--- src/rtl/alu_pkg.sv ---
// alu_pkg: codes and constants shared by the operand-B stage and its bench.
//   bsel_e : operand-B source select (zero / rs2 / imm / constant 4)
//   fwd_e  : registered forwarding source tag (none / MEM / WB)
//   CONST4_VALUE : value loaded when bsel selects the constant source
package alu_pkg;

   typedef enum logic [1:0] {
      BSEL_ZERO   = 2'b00,
      BSEL_RS2    = 2'b01,
      BSEL_IMM    = 2'b10,
      BSEL_CONST4 = 2'b11
   } bsel_e;

   typedef enum logic [1:0] {
      FWD_NONE = 2'b00,
      FWD_MEM  = 2'b01,
      FWD_WB   = 2'b10
   } fwd_e;

   localparam int unsigned CONST4_VALUE = 4;

endpackage : alu_pkg

--- src/rtl/alu_opb_stage_if.sv ---
// alu_opb_stage_if: upstream request, forward sources and downstream result
// of the operand-B stage, bundled as one bus.
//   slave  : seen by the stage (takes requests, drives in_ready/out_*)
//   master : seen by whoever drives the stage (pipeline or bench)
// Parameters XLEN / RADDR_W must match the stage instance.
interface alu_opb_stage_if #(
   parameter int XLEN    = 64,
   parameter int RADDR_W = 5
);
   logic               in_valid;
   logic               in_ready;
   logic [1:0]         bsel;
   logic               word_mode;
   logic [XLEN-1:0]    rs2;
   logic [XLEN-1:0]    imm;
   logic [RADDR_W-1:0] rs2_addr;
   logic               fwd_mem_we;
   logic [RADDR_W-1:0] fwd_mem_rd;
   logic [XLEN-1:0]    fwd_mem_data;
   logic               fwd_wb_we;
   logic [RADDR_W-1:0] fwd_wb_rd;
   logic [XLEN-1:0]    fwd_wb_data;
   logic               flush;
   logic               out_valid;
   logic               out_ready;
   logic [XLEN-1:0]    b_out;
   logic [1:0]         fwd_hit;

   modport slave (
      input  in_valid, bsel, word_mode, rs2, imm, rs2_addr,
      input  fwd_mem_we, fwd_mem_rd, fwd_mem_data,
      input  fwd_wb_we, fwd_wb_rd, fwd_wb_data,
      input  flush, out_ready,
      output in_ready, out_valid, b_out, fwd_hit
   );

   modport master (
      output in_valid, bsel, word_mode, rs2, imm, rs2_addr,
      output fwd_mem_we, fwd_mem_rd, fwd_mem_data,
      output fwd_wb_we, fwd_wb_rd, fwd_wb_data,
      output flush, out_ready,
      input  in_ready, out_valid, b_out, fwd_hit
   );

endinterface : alu_opb_stage_if

--- src/rtl/alu_opb_fwd_sel.sv ---
// alu_opb_fwd_sel: combinational forward compare and priority for rs2.
//   rs2_i / rs2_addr_i        : register-file value and its index
//   mem_we_i/mem_rd_i/mem_data_i : MEM-stage forward source
//   wb_we_i/wb_rd_i/wb_data_i    : WB-stage forward source
//   data_o : forwarded value (MEM beats WB, else rs2_i)
//   hit_o  : source tag of data_o
// Register x0 is hard-wired zero, so it is never forwarded.
module alu_opb_fwd_sel
   import alu_pkg::*;
#(
   parameter int XLEN    = 64,
   parameter int RADDR_W = 5
) (
   input  logic [XLEN-1:0]    rs2_i,
   input  logic [RADDR_W-1:0] rs2_addr_i,
   input  logic               mem_we_i,
   input  logic [RADDR_W-1:0] mem_rd_i,
   input  logic [XLEN-1:0]    mem_data_i,
   input  logic               wb_we_i,
   input  logic [RADDR_W-1:0] wb_rd_i,
   input  logic [XLEN-1:0]    wb_data_i,
   output logic [XLEN-1:0]    data_o,
   output fwd_e               hit_o
);

   logic addr_nz;
   logic mem_hit;
   logic wb_hit;

   assign addr_nz = (rs2_addr_i != '0);
   assign mem_hit = mem_we_i && (mem_rd_i == rs2_addr_i) && addr_nz;
   assign wb_hit  = wb_we_i  && (wb_rd_i  == rs2_addr_i) && addr_nz;

   always_comb begin
      data_o = rs2_i;
      hit_o  = FWD_NONE;
      // MEM holds the younger write, so it wins over WB.
      if (mem_hit) begin
         data_o = mem_data_i;
         hit_o  = FWD_MEM;
      end else if (wb_hit) begin
         data_o = wb_data_i;
         hit_o  = FWD_WB;
      end
   end

endmodule : alu_opb_fwd_sel

--- src/rtl/alu_opb_stage.sv ---
// alu_opb_stage: selects ALU operand B, optionally forwards rs2 from MEM/WB,
// optionally sign-extends a 32-bit W-op result, and holds it in a
// single-entry valid/ready register.
//   clk  : single clock, rising edge
//   rstn : asynchronous active-low reset (clears out_valid, b_out, fwd_hit)
//   bus  : alu_opb_stage_if.slave -- request, forward sources, flush,
//          out_valid/out_ready handshake, b_out and fwd_hit
// Build option: define ALU_OPB_FWD_EN to compile in MEM/WB forwarding.
// Without it bsel==01 always picks rs2, fwd_hit stays 00 and the forward
// inputs are ignored.
module alu_opb_stage
   import alu_pkg::*;
#(
   parameter int XLEN    = 64,
   parameter int RADDR_W = 5
) (
   input  logic              clk,
   input  logic              rstn,
   alu_opb_stage_if.slave    bus
);

   logic [XLEN-1:0] rs2_val;
   fwd_e            rs2_tag;
   logic [XLEN-1:0] sel_raw;
   logic [XLEN-1:0] sel_val;
   fwd_e            sel_tag;
   logic            accept;

   logic            valid_q, valid_d;
   logic [XLEN-1:0] b_q, b_d;
   fwd_e            hit_q, hit_d;

`ifdef ALU_OPB_FWD_EN
   alu_opb_fwd_sel #(
      .XLEN    (XLEN),
      .RADDR_W (RADDR_W)
   ) u_fwd_sel (
      .rs2_i      (bus.rs2),
      .rs2_addr_i (bus.rs2_addr),
      .mem_we_i   (bus.fwd_mem_we),
      .mem_rd_i   (bus.fwd_mem_rd),
      .mem_data_i (bus.fwd_mem_data),
      .wb_we_i    (bus.fwd_wb_we),
      .wb_rd_i    (bus.fwd_wb_rd),
      .wb_data_i  (bus.fwd_wb_data),
      .data_o     (rs2_val),
      .hit_o      (rs2_tag)
   );
`else
   assign rs2_val = bus.rs2;
   assign rs2_tag = FWD_NONE;

   // Forward inputs stay on the bus so both builds share one interface.
   logic unused_fwd;
   assign unused_fwd = ^{bus.rs2_addr, bus.fwd_mem_we, bus.fwd_mem_rd,
                         bus.fwd_mem_data, bus.fwd_wb_we, bus.fwd_wb_rd,
                         bus.fwd_wb_data};
`endif

   always_comb begin
      sel_raw = '0;
      case (bus.bsel)
         BSEL_ZERO: sel_raw = '0;
         BSEL_RS2:  sel_raw = rs2_val;
         BSEL_IMM:  sel_raw = bus.imm;
         default:   sel_raw = XLEN'(CONST4_VALUE);
      endcase
   end

   // The tag only means something when the rs2 path was actually chosen.
   assign sel_tag = (bus.bsel == BSEL_RS2) ? rs2_tag : FWD_NONE;

   // W-ops only exist on a wide datapath; on RV32 word_mode is a no-op.
   generate
      if (XLEN > 32) begin : g_word
         assign sel_val = bus.word_mode ? {{(XLEN-32){sel_raw[31]}}, sel_raw[31:0]}
                                        : sel_raw;
      end else begin : g_no_word
         assign sel_val = sel_raw;
         logic unused_word_mode;
         assign unused_word_mode = bus.word_mode;
      end
   endgenerate

   assign bus.in_ready = !valid_q || bus.out_ready;
   assign accept       = bus.in_valid && bus.in_ready && !bus.flush;

   always_comb begin
      valid_d = valid_q;
      b_d     = b_q;
      hit_d   = hit_q;
      if (bus.flush) begin
         // Flush beats both a stall and a same-cycle accept; b_out keeps
         // its stale value since out_valid already marks it dead.
         valid_d = 1'b0;
         hit_d   = FWD_NONE;
      end else if (accept) begin
         valid_d = 1'b1;
         b_d     = sel_val;
         hit_d   = sel_tag;
      end else if (bus.out_ready) begin
         valid_d = 1'b0;
      end
   end

   always_ff @(posedge clk or negedge rstn) begin
      if (!rstn) begin
         valid_q <= 1'b0;
         b_q     <= '0;
         hit_q   <= FWD_NONE;
      end else begin
         valid_q <= valid_d;
         b_q     <= b_d;
         hit_q   <= hit_d;
      end
   end

   assign bus.out_valid = valid_q;
   assign bus.b_out     = b_q;
   assign bus.fwd_hit   = hit_q;

endmodule : alu_opb_stage

--- src/flat_wrapper.sv ---
// flat-port wrapper written by rule: the top's interface ports become plain ports
module alu_opb_stage_flat import alu_pkg::*;
#(
   parameter int XLEN    = 64,
   parameter int RADDR_W = 5
)
  (clk, rstn, bus_in_valid, bus_bsel, bus_word_mode, bus_rs2, bus_imm, bus_rs2_addr, bus_fwd_mem_we, bus_fwd_mem_rd, bus_fwd_mem_data, bus_fwd_wb_we, bus_fwd_wb_rd, bus_fwd_wb_data, bus_flush, bus_out_ready, bus_in_ready, bus_out_valid, bus_b_out, bus_fwd_hit);
  alu_opb_stage_if #(.XLEN(XLEN), .RADDR_W(RADDR_W)) bus_i ();
  input  logic clk;
  input  logic rstn;
  input wire logic [$bits(bus_i.in_valid)-1:0] bus_in_valid;
  input wire logic [$bits(bus_i.bsel)-1:0] bus_bsel;
  input wire logic [$bits(bus_i.word_mode)-1:0] bus_word_mode;
  input wire logic [$bits(bus_i.rs2)-1:0] bus_rs2;
  input wire logic [$bits(bus_i.imm)-1:0] bus_imm;
  input wire logic [$bits(bus_i.rs2_addr)-1:0] bus_rs2_addr;
  input wire logic [$bits(bus_i.fwd_mem_we)-1:0] bus_fwd_mem_we;
  input wire logic [$bits(bus_i.fwd_mem_rd)-1:0] bus_fwd_mem_rd;
  input wire logic [$bits(bus_i.fwd_mem_data)-1:0] bus_fwd_mem_data;
  input wire logic [$bits(bus_i.fwd_wb_we)-1:0] bus_fwd_wb_we;
  input wire logic [$bits(bus_i.fwd_wb_rd)-1:0] bus_fwd_wb_rd;
  input wire logic [$bits(bus_i.fwd_wb_data)-1:0] bus_fwd_wb_data;
  input wire logic [$bits(bus_i.flush)-1:0] bus_flush;
  input wire logic [$bits(bus_i.out_ready)-1:0] bus_out_ready;
  output wire logic [$bits(bus_i.in_ready)-1:0] bus_in_ready;
  output wire logic [$bits(bus_i.out_valid)-1:0] bus_out_valid;
  output wire logic [$bits(bus_i.b_out)-1:0] bus_b_out;
  output wire logic [$bits(bus_i.fwd_hit)-1:0] bus_fwd_hit;
  assign bus_i.in_valid = bus_in_valid;
  assign bus_i.bsel = bus_bsel;
  assign bus_i.word_mode = bus_word_mode;
  assign bus_i.rs2 = bus_rs2;
  assign bus_i.imm = bus_imm;
  assign bus_i.rs2_addr = bus_rs2_addr;
  assign bus_i.fwd_mem_we = bus_fwd_mem_we;
  assign bus_i.fwd_mem_rd = bus_fwd_mem_rd;
  assign bus_i.fwd_mem_data = bus_fwd_mem_data;
  assign bus_i.fwd_wb_we = bus_fwd_wb_we;
  assign bus_i.fwd_wb_rd = bus_fwd_wb_rd;
  assign bus_i.fwd_wb_data = bus_fwd_wb_data;
  assign bus_i.flush = bus_flush;
  assign bus_i.out_ready = bus_out_ready;
  assign bus_in_ready = bus_i.in_ready;
  assign bus_out_valid = bus_i.out_valid;
  assign bus_b_out = bus_i.b_out;
  assign bus_fwd_hit = bus_i.fwd_hit;
  alu_opb_stage #(.XLEN(XLEN), .RADDR_W(RADDR_W)) u_core (.clk(clk), .rstn(rstn), .bus(bus_i));
endmodule
--- config.mk ---
export PLATFORM = sky130hd
export DESIGN_NAME = alu_opb_stage_flat
export DESIGN_NICKNAME = d
export VERILOG_FILES = /design/src/rtl/alu_pkg.sv /design/src/rtl/alu_opb_stage_if.sv /design/src/rtl/alu_opb_fwd_sel.sv /design/src/rtl/alu_opb_stage.sv /design/src/flat_wrapper.sv
export SDC_FILE = /design/constraint.sdc
export NUM_CORES = 1
export LEC_CHECK = 0
export BUFFER_PORTS_ARGS = -buffer_cell sky130_fd_sc_hd__buf_2
export CORE_AREA = 2 2 137 139
export DETAILED_ROUTE_END_ITERATION = 10
export DIE_AREA = 0 0 139 141
export PLACE_DENSITY = 0.54
export SYNTH_ARGS = -nofsm -noshare
export SYNTH_HDL_FRONTEND = slang
export SYNTH_SLANG_ARGS = --single-unit
--- constraint.sdc ---
create_clock -name clk -period 2.3 [get_ports clk]
set_input_delay 0.345 -clock clk [delete_from_list [all_inputs] [get_ports clk]]
set_output_delay 0.345 -clock clk [all_outputs]
set_load 0.01 [all_outputs]
==> Word-level counts from Yosys, hierarchy flattened <==
Cells that the tools add are included.
{ "word_totals": {"ff_bits": 67, "inputBits": 281, "output_inout_bits": 68, "wordCells": 22} }
{ "op_classes": {"n_eq_ne": 2, "n_mux": 7, "bitwise_logic": 1, "reduce_logical": 9} }
{ "op_table": {"columns": ["op", "count"], "rows": [
  ["$pmux W64 S3", 1],
  ["$mux W64", 1],
  ["$mux W2", 2],
  ["$mux W1", 3],
  ["$reduce_bool A3 Y1", 1],
  ["$eq A2 B1 Y1 const B", 1],
  ["$eq A2 B2 Y1 const B", 1],
  ["$logic_and A1 B1 Y1", 2],
  ["$logic_not A1 Y1", 2],
  ["$logic_not A2 Y1", 1],
  ["$reduce_and A2 Y1", 1],
  ["$reduce_bool A2 Y1", 1],
  ["$logic_or A1 B1 Y1", 1],
  ["$not A1 Y1", 1]
]} }

==> Depth between registers and ports, before layout <==
Gate-level depths: netlist of the first run.
{ "depth": {"depth_word": 6, "ltp_mapped": 6, "mapped_depth_nobuf": 3} }

==> Worst setup path after synthesis of the first run <==
No wires, ideal clock.
{ "synth_path": {"kind": "input port to flip-flop", "from": "input port bus_in_valid", "to": "register u_core.b_q[2] (netlist: u_core.bus.b_out[2])", "setup_time_ps": 127, "t_arrival_ps": 1171, "t_required_ps": 2173, "slack_ps": 1002, "path_stages": 5, "n_path_buf": 2, "path_cell_list": "nor2b_1 buf_4 and2_1 buf_6 mux2_1"} }
{ "synth_between": {"elab_chain_len": 3} }
{ "synth_rtl": {"columns": ["item", "line_no", "text"], "rows": [
  ["from (decl)", "flat_wrapper.sv:11", "input wire logic [$bits(bus_i.in_valid)-1:0] bus_in_valid;"],
  ["$logic_and A1 B1 Y1 (2 in a row)", "alu_opb_stage.sv:86", "assign accept = bus.in_valid && bus.in_ready && !bus.flush;"],
  ["$reduce_and A2 Y1 (no line)", null, null],
  ["to (signal assigned)", "alu_opb_stage.sv:109", "b_q <= '0;"],
  ["to (signal assigned)", "alu_opb_stage.sv:113", "b_q <= b_d;"],
  ["to (decl)", "alu_opb_stage.sv:30", "logic [XLEN-1:0] b_q, b_d;"]
]} }
Every way passes these cells.
A chain may end at the register's enable or synchronous reset.

==> Worst setup path after layout of the first run <==
{ "layout_path": {"from": "register u_core.valid_q (netlist: u_core.bus.out_valid)", "to": "output port bus_in_ready"} }
{ "layout_between": {"elab_chain_len": 2} }
{ "layout_rtl": {"columns": ["item", "line_no", "text"], "rows": [
  ["from (decl)", "alu_opb_stage.sv:29", "logic valid_q, valid_d;"],
  ["from (signal assigned)", "alu_opb_stage.sv:112", "valid_q <= valid_d;"],
  ["$logic_not A1 Y1", "alu_opb_stage.sv:85", "assign bus.in_ready = !valid_q || bus.out_ready;"],
  ["$logic_or A1 B1 Y1", "alu_opb_stage.sv:85", null],
  ["to (decl)", "flat_wrapper.sv:25", "output wire logic [$bits(bus_i.in_ready)-1:0] bus_in_ready;"]
]} }
Every way passes these cells.

==> results of run 1 <==
-- how the worst max path moves through the flow --
| stage | to | slack (ps) |
|---|---|---|
| floorplan | u_core.bus.b_out[2] | 1000 |
| global placement | u_core.bus.b_out[33] | -60 |
| detailed placement | u_core.bus.b_out[55] | -110 |
| CTS | u_core.bus.b_out[44] | 260 |
| global route | bus_in_ready | 330 |
| finish | bus_in_ready | 420 |
-- metrics by stage --
step	utilization	worst slack (ps)	setup TNS (ps)	power [W]	hold WS, ps
after floorplan	-	1000	0	0.00191	49.4
after global placement	0.260	-63.5	-1330	0.00234	465
after detailed placement	0.260	-110	-2770	0.00235	482
after CTS	0.276	261	0	0.00377	165
after global routing	0.276	331	0	0.00392	208
final	0.276	421	0	0.00369	110
-- synth_stat cells (all sizes together) --
cell and number:
a22oi 31, clkbuf 20, a32oi 1, a31oi 32
nand3b 64, a21oi 96, buf 32, nor2 2
dfrtp 65, and2 2, nor2b 3, mux2 1
nand2b 1, conb 1, inv 1, a21o 32
-- routing by layer --
layer  track usage  vias up  share of wire  routed length [um]
met1         0.184     1678           0.47                6160
met3        0.0516       12           0.10                1320
met4        0.0340        0         0.0092                 121
met2         0.204      200           0.42                5600
met5             0        -              0                   0
li1              -     1774              -                   -
-- kinds of logic after synthesis --
kind of cell / after synthesis
muxes: 1
buffers and inverters: 53
other: 1
DFF: 65
AOI/OAI and AO/OA: 192
and+or+nand+nor: 72
-- cell usage in the layout (no fill, tap or decap) --
cell type and instances:
and2_1 1, a21o_1 32, bufinv_16 1, clkbuf_1 3, dfrtp_1 65, mux2_1 1
nor2_1 2, buf_2 200, clkbuf_16 9, a21oi_1 96, a32oi_4 1, conb_1 2
nand2b_2 1, a31oi_1 32, nor2b_2 1, and2_2 1, clkinv_2 2, inv_1 1
a22oi_1 31, clkbuf_8 1, nor2b_4 2, buf_4 11, nand3b_1 64
-- worst max-delay path, cell delays in order, from the launching register on --
cell and delay, ps:
dfrtp_1 390, nand2b_2 90, buf_4 460, buf_2 230
-- sequential cells by signal (all words and copies together), names as in the netlist --
signal	count
u_core.bus.out_valid	1
u_core.bus.b_out	64
-- final cells by class --
class	instances	area, sq um
clock buffer	13	250
timing repair buffer	211	1080
sequential	65	1630
fill	2015	13200
multi-input combinational	267	1750
clock inverter	3	40.0
tap	234	293
inverter	1	3.75
-- report_power, final --
| part | total, W | switching (W) | internal [W] |
|---|---|---|---|
| combinational | 0.000884 | 0.000497 | 0.000388 |
| clock | 0.00138 | 0.000514 | 0.000867 |
| sequential | 0.00143 | 0.0000955 | 0.00133 |
==> impl_metrics.py, run 1 <==
metrics = {
    "outcome": {
        "outcome": "finished, final reports clean",
    },
    "route": {
        "drtIter0Drc": 129,
        "vias": 3664,
        "drt_pass1_iterations": 4,
        "wl_per_cell_um": 16.6,
        "via_per_inst": 4.61,
        "final_antenna_net_count": 0,
        "routed_wl_mm": 13.2,
        "drc": 0,
    },
    "cells_and_area": {
        "final_area_sq_um": 5040,
        "synthToLayoutAreaGrowth_pct": 39.0,
        "final_cells": 794,
        "drive_gt1_frac": 0.411,
        "nNetsFinal": 836,
        "antennaDiodeCount": 0,
    },
    "job": {
        "cap_violations": 0,
    },
    "synthesis": {
        "synth_top_family_by_area": "compound AO/OA/AOI/OAI gates",
        "yosysWarnings": 0,
        "ys_ff_latch": 65,
        "synth_compound_area_frac": 0.325,
        "postSynthAreaPerCell_sq_um": 9.45,
        "netlist.area_leader.share": 0.448,
        "synth-simple-area-share": 0.145,
        "syn_area_sq_um": 3630,
        "synth_cell_types": 18,
        "ys_seq_area_frac": 0.448,
        "synth_xor_area_frac": 0,
        "synthTopCellsByArea": "dfrtp_1 45%, a21oi_1 13%, nand3b_1 13%",
        "synthAdderAreaFrac": 0,
        "syn_inst": 384,
        "synth_area_leader_cell": "dfrtp_1",
        "synth_mux_area_frac": 0.00310,
    },
    "floorplan": {
        "coreArea_sq_um": 18300,
        "row_count": 50,
        "die_x_um": 139,
        "die_height_um": 141,
        "dieArea_sq_um": 19600,
        "start_util": 0.199,
        "io_pins": 349,
    },
    "sta": {
        "grt_setup_unrepaired": "false",
        "finalHoldViolations": 0,
        "clock_skew_ps": 5.15,
        "relSlewSlack": 0.410,
        "timing.final.crit_share": 0.817,
        "tightestPinTransition_ps": 884,
        "drv_slew": 0,
        "fin_crit_ps": 1880,
        "fmax_mhz": 532,
        "finalSetupViolCount": 0,
    },
    "placed_design": {
        "dp.cells": 778,
        "io_buffers": 201,
        "dp_hpwl_mm": 8.86,
        "gp_congestion": 0.716,
        "place_area_sq_um": 4750,
    },
    "global_routing": {
        "antenna_found_initial": 0,
        "grt-ovfl-total": 0,
        "grt_pass1_wl_mm": 20.7,
        "grt_usage": 0.136,
        "grt_max_degree": 68,
        "grt_pass1_vias": 3567,
    },
    "clock_network": {
        "cts_tree": "yes",
        "cts_resized": 0,
        "clock-sinks": 65,
        "clk_pin_slew_ps": 60,
        "cts_made_buffers": 9,
        "cts_hold_buffers": 0,
        "clkLatencyLatePin_ps": 330,
        "cts_setup_buffers": 0,
        "cts_buffer_depth": 2,
        "htreeDepth": 3,
        "clock-root-buffer": "clkbuf_16",
    },
    "critical_path": {
        "end_kind": "primary output",
        "crit_fanout": 46,
        "path_class": "reg -> out",
        "r2r_end": "u_core.bus.b_out[33]",
        "start_kind": "register",
        "crit_required_ps": 1960,
        "crit_arrival_ps": 1530,
        "ff2ff_setup_slack_ps": 900,
        "reg2regPathDepth": 4,
        "r2r_start": "u_core.bus.out_valid",
        "critPathLaunch": "u_core.bus.out_valid",
    },
    "pwr": {
        "pwr_density_cell_nw_per_um2": 732,
        "ir_drop_uv": 325,
        "p_leak_nw": 2.23,
    },
    "worst_hold_path": {
        "worstHoldPathType": "in -> async",
    },
}
Power figures use the tool's default switching activity.
==> inputs of run 2 (changes only) <==
--- a/config.mk
+++ b/config.mk
@@ -5,11 +5,12 @@
 export SDC_FILE = /design/constraint.sdc
 export NUM_CORES = 1
 export LEC_CHECK = 0
+export ABC_AREA = 1
 export BUFFER_PORTS_ARGS = -buffer_cell sky130_fd_sc_hd__buf_2
-export CORE_AREA = 2 2 137 139
+export CORE_AREA = 2 2 135 137
 export DETAILED_ROUTE_END_ITERATION = 10
-export DIE_AREA = 0 0 139 141
-export PLACE_DENSITY = 0.54
+export DIE_AREA = 0 0 137 139
+export PLACE_DENSITY = 0.57
 export SYNTH_ARGS = -nofsm -noshare
 export SYNTH_HDL_FRONTEND = slang
 export SYNTH_SLANG_ARGS = --single-unit
==> constraint.sdc (replaced) <==
create_clock -name clk -period 2 [get_ports clk]
set_input_delay 0.3 -clock clk [delete_from_list [all_inputs] [get_ports clk]]
set_output_delay 0.3 -clock clk [all_outputs]
set_load 0.01 [all_outputs]
==> impl_metrics.py, run 2 <==
metrics = {
    "pwr": {
        "p_int_w": 0.00307,
        "combPwrFrac": 0.215,
        "ir_drop_uv": 373,
        "switchingPower_w": 0.00121,
        "p_sw_frac": 0.283,
        "p_leak_nw": 3.28,
        "p_seq_frac": 0.368,
        "clkPwrFrac": 0.417,
        "pwr_density_cell_nw_per_um2": 807,
    },
    "synthesis": {
        "synth_area_leader_cell": "dfrtp_1",
        "synth_cell_types": 16,
        "synthTopCellsByArea": "dfrtp_1 42%, nand2_1 31%, nand3_1 16%",
        "syn_area_sq_um": 3840,
        "synth_top_family_by_area": "simple AND/OR/NAND/NOR gates",
        "synth-simple-area-share": 0.483,
        "netlist.area_leader.share": 0.424,
        "synthAdderAreaFrac": 0,
        "synth_mux_area_frac": 0,
        "syn_inst": 571,
        "yosysWarnings": 0,
        "async_flop_share": 1.00,
        "synth_compound_area_frac": 0.00391,
        "synth_edf_count": 0,
        "synth_commonest_cells": "319 x nand2_1, 126 x nand3_1, 65 x dfrtp_1, 23 x buf_2, 11 x buf_6",
        "synth_xor_area_frac": 0,
        "ys_seq_area_frac": 0.424,
        "postSynthAreaPerCell_sq_um": 6.72,
        "synth_most_common_cell": "nand2_1",
        "ys_ff_latch": 65,
        "ys.flop_type": "dfrtp_1",
    },
    "sta": {
        "tightestPinTransition_ps": 719,
        "relSlewSlack": 0.521,
        "timing.final.crit_share": 0.765,
        "clock_skew_ps": 9.59,
        "drv_slew": 0,
        "tns_ps": 0,
        "finalSetupViolCount": 0,
        "fmax_mhz": 654,
        "grt_setup_unrepaired": "false",
        "finalHoldViolations": 0,
        "fin_crit_ps": 1530,
    },
    "clock_network": {
        "clock-root-buffer": "clkbuf_16",
        "cts_buffer_depth": 2,
        "cts_setup_buffers": 0,
        "clkLatencyLatePin_ps": 330,
        "clock-sinks": 65,
        "clk_pin_slew_ps": 60,
        "cts_made_buffers": 9,
        "htreeDepth": 3,
        "cts_tree": "yes",
    },
    "cells_and_area": {
        "drive_gt1_frac": 0.310,
        "mostFrequentLayoutCell": "nand2_1",
        "multiInputGateArea_sq_um": 1880,
        "final_cell_mix": "319 x nand2_1, 200 x buf_2, 126 x nand3_1, 65 x dfrtp_1, 10 x buf_4",
        "antennaDiodeCount": 0,
        "synthToLayoutAreaGrowth_pct": 38.0,
        "fin_util": 0.300,
        "final_cells": 983,
        "largest_reg_flops": 64,
        "fillCellCount": 1966,
        "nNetsFinal": 1031,
        "final_area_sq_um": 5300,
        "final-seq-area_sq_um": 1630,
    },
    "critical_path": {
        "end_kind": "register",
        "r2r_start": "u_core.bus.out_valid",
        "worst_path_most_repeated_cell": "nand2_1",
        "path_cells": "inv_1, or2_4, nand2_2, inv_2, buf_12, nand2_1, nand2_1",
        "crit_slowest_cell": "dfrtp_1",
        "crit_required_ps": 2260,
        "critPathLaunch": "u_core.bus.out_valid",
        "start_kind": "register",
        "crit_arrival_ps": 1790,
        "path_class": "reg -> reg",
        "ff2ff_setup_slack_ps": 470,
        "slowest_delay_ps": 380,
        "reg2regPathDepth": 7,
        "r2r_end": "u_core.bus.b_out[36]",
        "crit_fanout": 43,
    },
    "route": {
        "drt_pass1_iterations": 4,
        "maxUsedRoutingLayer": "met4",
        "via_per_inst": 4.34,
        "wl_met3_mm": 1.15,
        "drtIter0Drc": 168,
        "routed_wl_mm": 12.9,
        "wl_per_cell_um": 13.2,
        "final_antenna_net_count": 0,
        "wl_met2_mm": 5.46,
        "vias": 4263,
        "wl_met1_mm": 6.17,
        "drc": 0,
    },
    "floorplan": {
        "die_height_um": 139,
        "die_x_um": 137,
        "start_util": 0.217,
        "io_pins": 349,
        "row_count": 49,
        "coreArea_sq_um": 17700,
        "dieArea_sq_um": 19000,
    },
    "placed_design": {
        "place_area_sq_um": 4950,
        "dp_hpwl_mm": 9.03,
        "gp_congestion": 0.764,
        "dp.cells": 967,
        "io_buffers": 201,
    },
    "job": {
        "cap_violations": 0,
    },
    "global_routing": {
        "antenna_found_initial": 0,
        "grt_pass1_wl_mm": 20.3,
        "grt_pass1_vias": 3995,
        "grt_usage": 0.135,
        "grt_max_degree": 65,
        "grt-ovfl-total": 0,
    },
    "outcome": {
        "outcome": "finished, final reports clean",
    },
    "worst_hold_path": {
        "min_path_cells": 2,
        "hp-start": "bus_flush",
        "worstHoldPathType": "in -> reg",
        "min_to": "u_core.bus.out_valid",
    },
}
run 2: how the worst max path moves through the flow:
stage,endpoint,slack (ps),cells past startpoint
after global routing,u_core.bus.b_out[36],390,7
after detailed placement,u_core.bus.b_out[43],320,8
after CTS,u_core.bus.b_out[36],440,7
after global placement,u_core.bus.b_out[34],320,8
after floorplan,u_core.bus.b_out[39],810,7
final,u_core.bus.b_out[36],470,7
run 2: power groups by stage:
stage / Clock, W / Sequential (W) / Combinational [W]
2_1_floorplan: 0 / 0.00168 / 0.000408
3_3_place_gp: 0 / 0.00159 / 0.000926
3_5_place_dp: 0 / 0.00159 / 0.000933
4_1_cts: 0.00186 / 0.00158 / 0.000936
5_1_grt: 0.00191 / 0.00159 / 0.00104
6_report: 0.00178 / 0.00157 / 0.000917
run 2: critical path, delay by kind of cell, from the launching register on:
family / cells / cell delay, ps
buffers and inverters: 3 / 630
DFF: 1 / 380
and+or+nand+nor: 4 / 380
run 2: cell type report:
class	instances	share of cell area
repair buffers	214	0.216
well taps	229	0.0541
flip-flops and latches	65	0.307
inverters	6	0.00520
clock buffers	9	0.0425
clock inverters	6	0.0203
multi-input cells	454	0.354
run 2: logic make-up (layout without fill, tap and decap cells):
logic type | after synthesis | count (layout)
AOI/OAI and AO/OA | 3 | 3
other | 1 | 2
DFF | 65 | 65
and+or+nand+nor | 449 | 449
buffers and inverters | 53 | 235
run 2: timing repair:
item | in CTS | in global routing
hold buffers | 1 | 0
endpoints found under the hold margin | 34 | 0
gates resized for setup | 0 | 0
run 2: through the flow:
stage	power [W]	hold slack, ps	setup WS (ps)
3_5_place_dp	0.00253	297	322
4_1_cts	0.00437	99.7	441
2_1_floorplan	0.00209	4.41	812
3_3_place_gp	0.00252	293	323
5_1_grt	0.00454	123	385
6_report	0.00428	122	470
run 2: metal layers:
| metal | track usage | up-vias |
|---|---|---|
| li1 | - | 2155 |
| met1 | 0.184 | 1915 |
| met2 | 0.205 | 183 |
| met3 | 0.0336 | 10 |
| met4 | 0.0526 | 0 |
| met5 | 0 | - |
==> inputs of run 3 (changes only) <==
--- a/config.mk
+++ b/config.mk
@@ -5,11 +5,11 @@
 export SDC_FILE = /design/constraint.sdc
 export NUM_CORES = 1
 export LEC_CHECK = 0
-export ABC_AREA = 1
+export ABC_AREA = 0
 export BUFFER_PORTS_ARGS = -buffer_cell sky130_fd_sc_hd__buf_2
-export CORE_AREA = 2 2 135 137
+export CORE_AREA = 2 2 136 138
 export DETAILED_ROUTE_END_ITERATION = 10
-export DIE_AREA = 0 0 137 139
+export DIE_AREA = 0 0 138 140
 export PLACE_DENSITY = 0.57
 export SYNTH_ARGS = -nofsm -noshare
 export SYNTH_HDL_FRONTEND = slang
==> constraint.sdc (replaced) <==
create_clock -name clk -period 1.4 [get_ports clk]
set_input_delay 0.21 -clock clk [delete_from_list [all_inputs] [get_ports clk]]
set_output_delay 0.21 -clock clk [all_outputs]
set_load 0.01 [all_outputs]
==> impl_metrics.py, run 3 (same netlist as run 1, synthesis figures left out) <==
metrics = {
    "floorplan": {
        "die_x_um": 138,
        "row_count": 49,
        "io_pins": 349,
        "dieArea_sq_um": 19300,
        "die_height_um": 140,
        "start_util": 0.204,
        "coreArea_sq_um": 17800,
    },
    "outcome": {
        "outcome": "finished, final reports clean",
    },
    "clock_network": {
        "cts_buffer_depth": 2,
        "clock-root-buffer": "clkbuf_16",
        "clk_pin_slew_ps": 60,
        "clock-sinks": 65,
        "cts_made_buffers": 9,
        "clkLatencyLatePin_ps": 330,
        "cts_tree": "yes",
        "htreeDepth": 3,
    },
    "cells_and_area": {
        "final_cells": 797,
        "largest_reg_flops": 64,
        "final_area_sq_um": 5260,
        "fillCellCount": 1911,
        "mostFrequentLayoutCell": "buf_2",
        "final-seq-area_sq_um": 1630,
        "final_cell_mix": "201 x buf_2, 96 x a21oi_1, 65 x dfrtp_1, 64 x nand3b_1",
        "antennaDiodeCount": 0,
        "synthToLayoutAreaGrowth_pct": 45.0,
        "multiInputGateArea_sq_um": 1750,
        "nNetsFinal": 845,
        "drive_gt1_frac": 0.421,
    },
    "critical_path": {
        "path_class": "reg -> out",
        "path_buf_inv": 2,
        "reg2regPathDepth": 5,
        "crit_required_ps": 1190,
        "r2r_end": "u_core.bus.b_out[0]",
        "ff2ff_setup_slack_ps": 100,
        "crit_fanout": 6,
        "crit_slowest_cell": "dfrtp_1",
        "path_cells": "nand2b_4, buf_12, buf_2",
        "r2r_start": "u_core.bus.out_valid",
        "crit_family": "flip-flops",
        "slowest_delay_ps": 410,
        "crit_arrival_ps": 1140,
        "end_kind": "primary output",
        "start_kind": "register",
    },
    "placed_design": {
        "place_area_sq_um": 4880,
        "gp_congestion": 0.751,
        "io_buffers": 201,
        "dp_hpwl_mm": 9.15,
        "dp.cells": 778,
    },
    "sta": {
        "drv_slew": 0,
        "grt_setup_unrepaired": "false",
        "fmax_mhz": 741,
        "timing.final.crit_share": 0.964,
        "clock_skew_ps": 7.03,
        "finalHoldViolations": 0,
        "finalSetupViolCount": 0,
        "fin_crit_ps": 1350,
    },
    "worst_hold_path": {
        "min_to": "u_core.bus.out_valid",
        "min_path_cells": 2,
        "worstHoldPathType": "in -> reg",
        "hp-start": "bus_flush",
    },
    "global_routing": {
        "grt_pass1_vias": 3757,
        "antenna_found_initial": 2,
        "grt_usage": 0.142,
        "grt-ovfl-total": 0,
        "grt_pass1_wl_mm": 21.3,
        "grt_max_degree": 66,
    },
    "route": {
        "vias": 3757,
        "wl_per_cell_um": 17.3,
        "final_antenna_net_count": 0,
        "drtIter0Drc": 122,
        "routed_wl_mm": 13.8,
        "via_per_inst": 4.71,
        "drc": 0,
        "drt_pass1_iterations": 6,
    },
    "pwr": {
        "finalPower_w": 0.00616,
        "pwr_density_cell_nw_per_um2": 1170,
        "p_sw_frac": 0.294,
        "switchingPower_w": 0.00181,
        "p_int_w": 0.00435,
        "ir_drop_uv": 534,
        "p_seq_frac": 0.383,
        "combPwrFrac": 0.249,
        "p_leak_nw": 2.35,
        "clkPwrFrac": 0.368,
    },
    "job": {
        "cap_violations": 0,
    },
}
run 3: cell types whose count changed in the layout (fill, tap and decap cells not counted), moves of 32 or more:
cell,before,now
nand2_1,319,0
a21o_1,0,32
nand3b_1,0,64
nand3_1,126,0
a21oi_1,1,96
a31oi_1,0,32
run 3: area by class of cell:
class	instances	area share
Clock buffer	12	0.0487
Clock inverter	3	0.00761
Inverter	1	0.000713
Multi-Input combinational cell	267	0.332
Sequential cell	65	0.309
Tap cell	229	0.0544
Timing Repair Buffer	220	0.247
run 3: per-layer routing:
| layer | part of all wire | vias to the layer above | GRT usage |
|---|---|---|---|
| li1 | - | 1805 | - |
| met1 | 0.45 | 1739 | 0.183 |
| met2 | 0.44 | 191 | 0.221 |
| met3 | 0.085 | 18 | 0.0458 |
| met4 | 0.019 | 4 | 0.0537 |
| met5 | 0.0020 | - | 0 |
run 3: power groups by stage:
| stage | combinational, W | clock (W) | sequential, W |
|---|---|---|---|
| floorplan | 0.000608 | 0 | 0.00253 |
| global placement | 0.00152 | 0 | 0.00238 |
| detailed placement | 0.00152 | 0 | 0.00239 |
| CTS | 0.00156 | 0.00235 | 0.00236 |
| global route | 0.00170 | 0.00241 | 0.00240 |
| finish | 0.00153 | 0.00227 | 0.00236 |
run 3: through the flow:
step / setup WS [ps] / setup TNS [ps] / utilization / hold WS (ps)
2_1_floorplan: 158 / 0 / - / -85.6
3_3_place_gp: -32.3 / -145 / 0.274 / 266
3_5_place_dp: -42.0 / -205 / 0.274 / 261
4_1_cts: 26.4 / 0 / 0.296 / 63.2
5_1_grt: 3.83 / 0 / 0.296 / 80.8
6_report: 50.4 / 0 / 0.296 / 78.6
run 3: what timing repair did:
item	4_1_cts	5_1_grt
hold endpoints to repair	65	0
gates resized for setup	1	1
buffers inserted	1	0
setup endpoints to repair	1	5
cloned	2	0
hold buffers	1	0
run 3: worst reg2reg max path, stage by stage, from the launching register on:
cell and delay, ps:
dfrtp_1 410, nand2b_4 140, buf_12 130, buf_4 250, a21oi_1 130, a21oi_1 140
run 3: how the worst max path moves through the flow:
stage	startpoint	end	slack (ps)	depth (start not counted)
2_1_floorplan	u_core.bus.out_valid	u_core.bus.b_out[47]	160	5
3_3_place_gp	bus_bsel[1]	u_core.bus.b_out[25]	-30	5
3_5_place_dp	bus_bsel[1]	u_core.bus.b_out[13]	-40	5
4_1_cts	u_core.bus.out_valid	u_core.bus.b_out[58]	30	4
5_1_grt	u_core.bus.out_valid	u_core.bus.b_out[43]	4	5
6_report	u_core.bus.out_valid	bus_in_ready	50	3
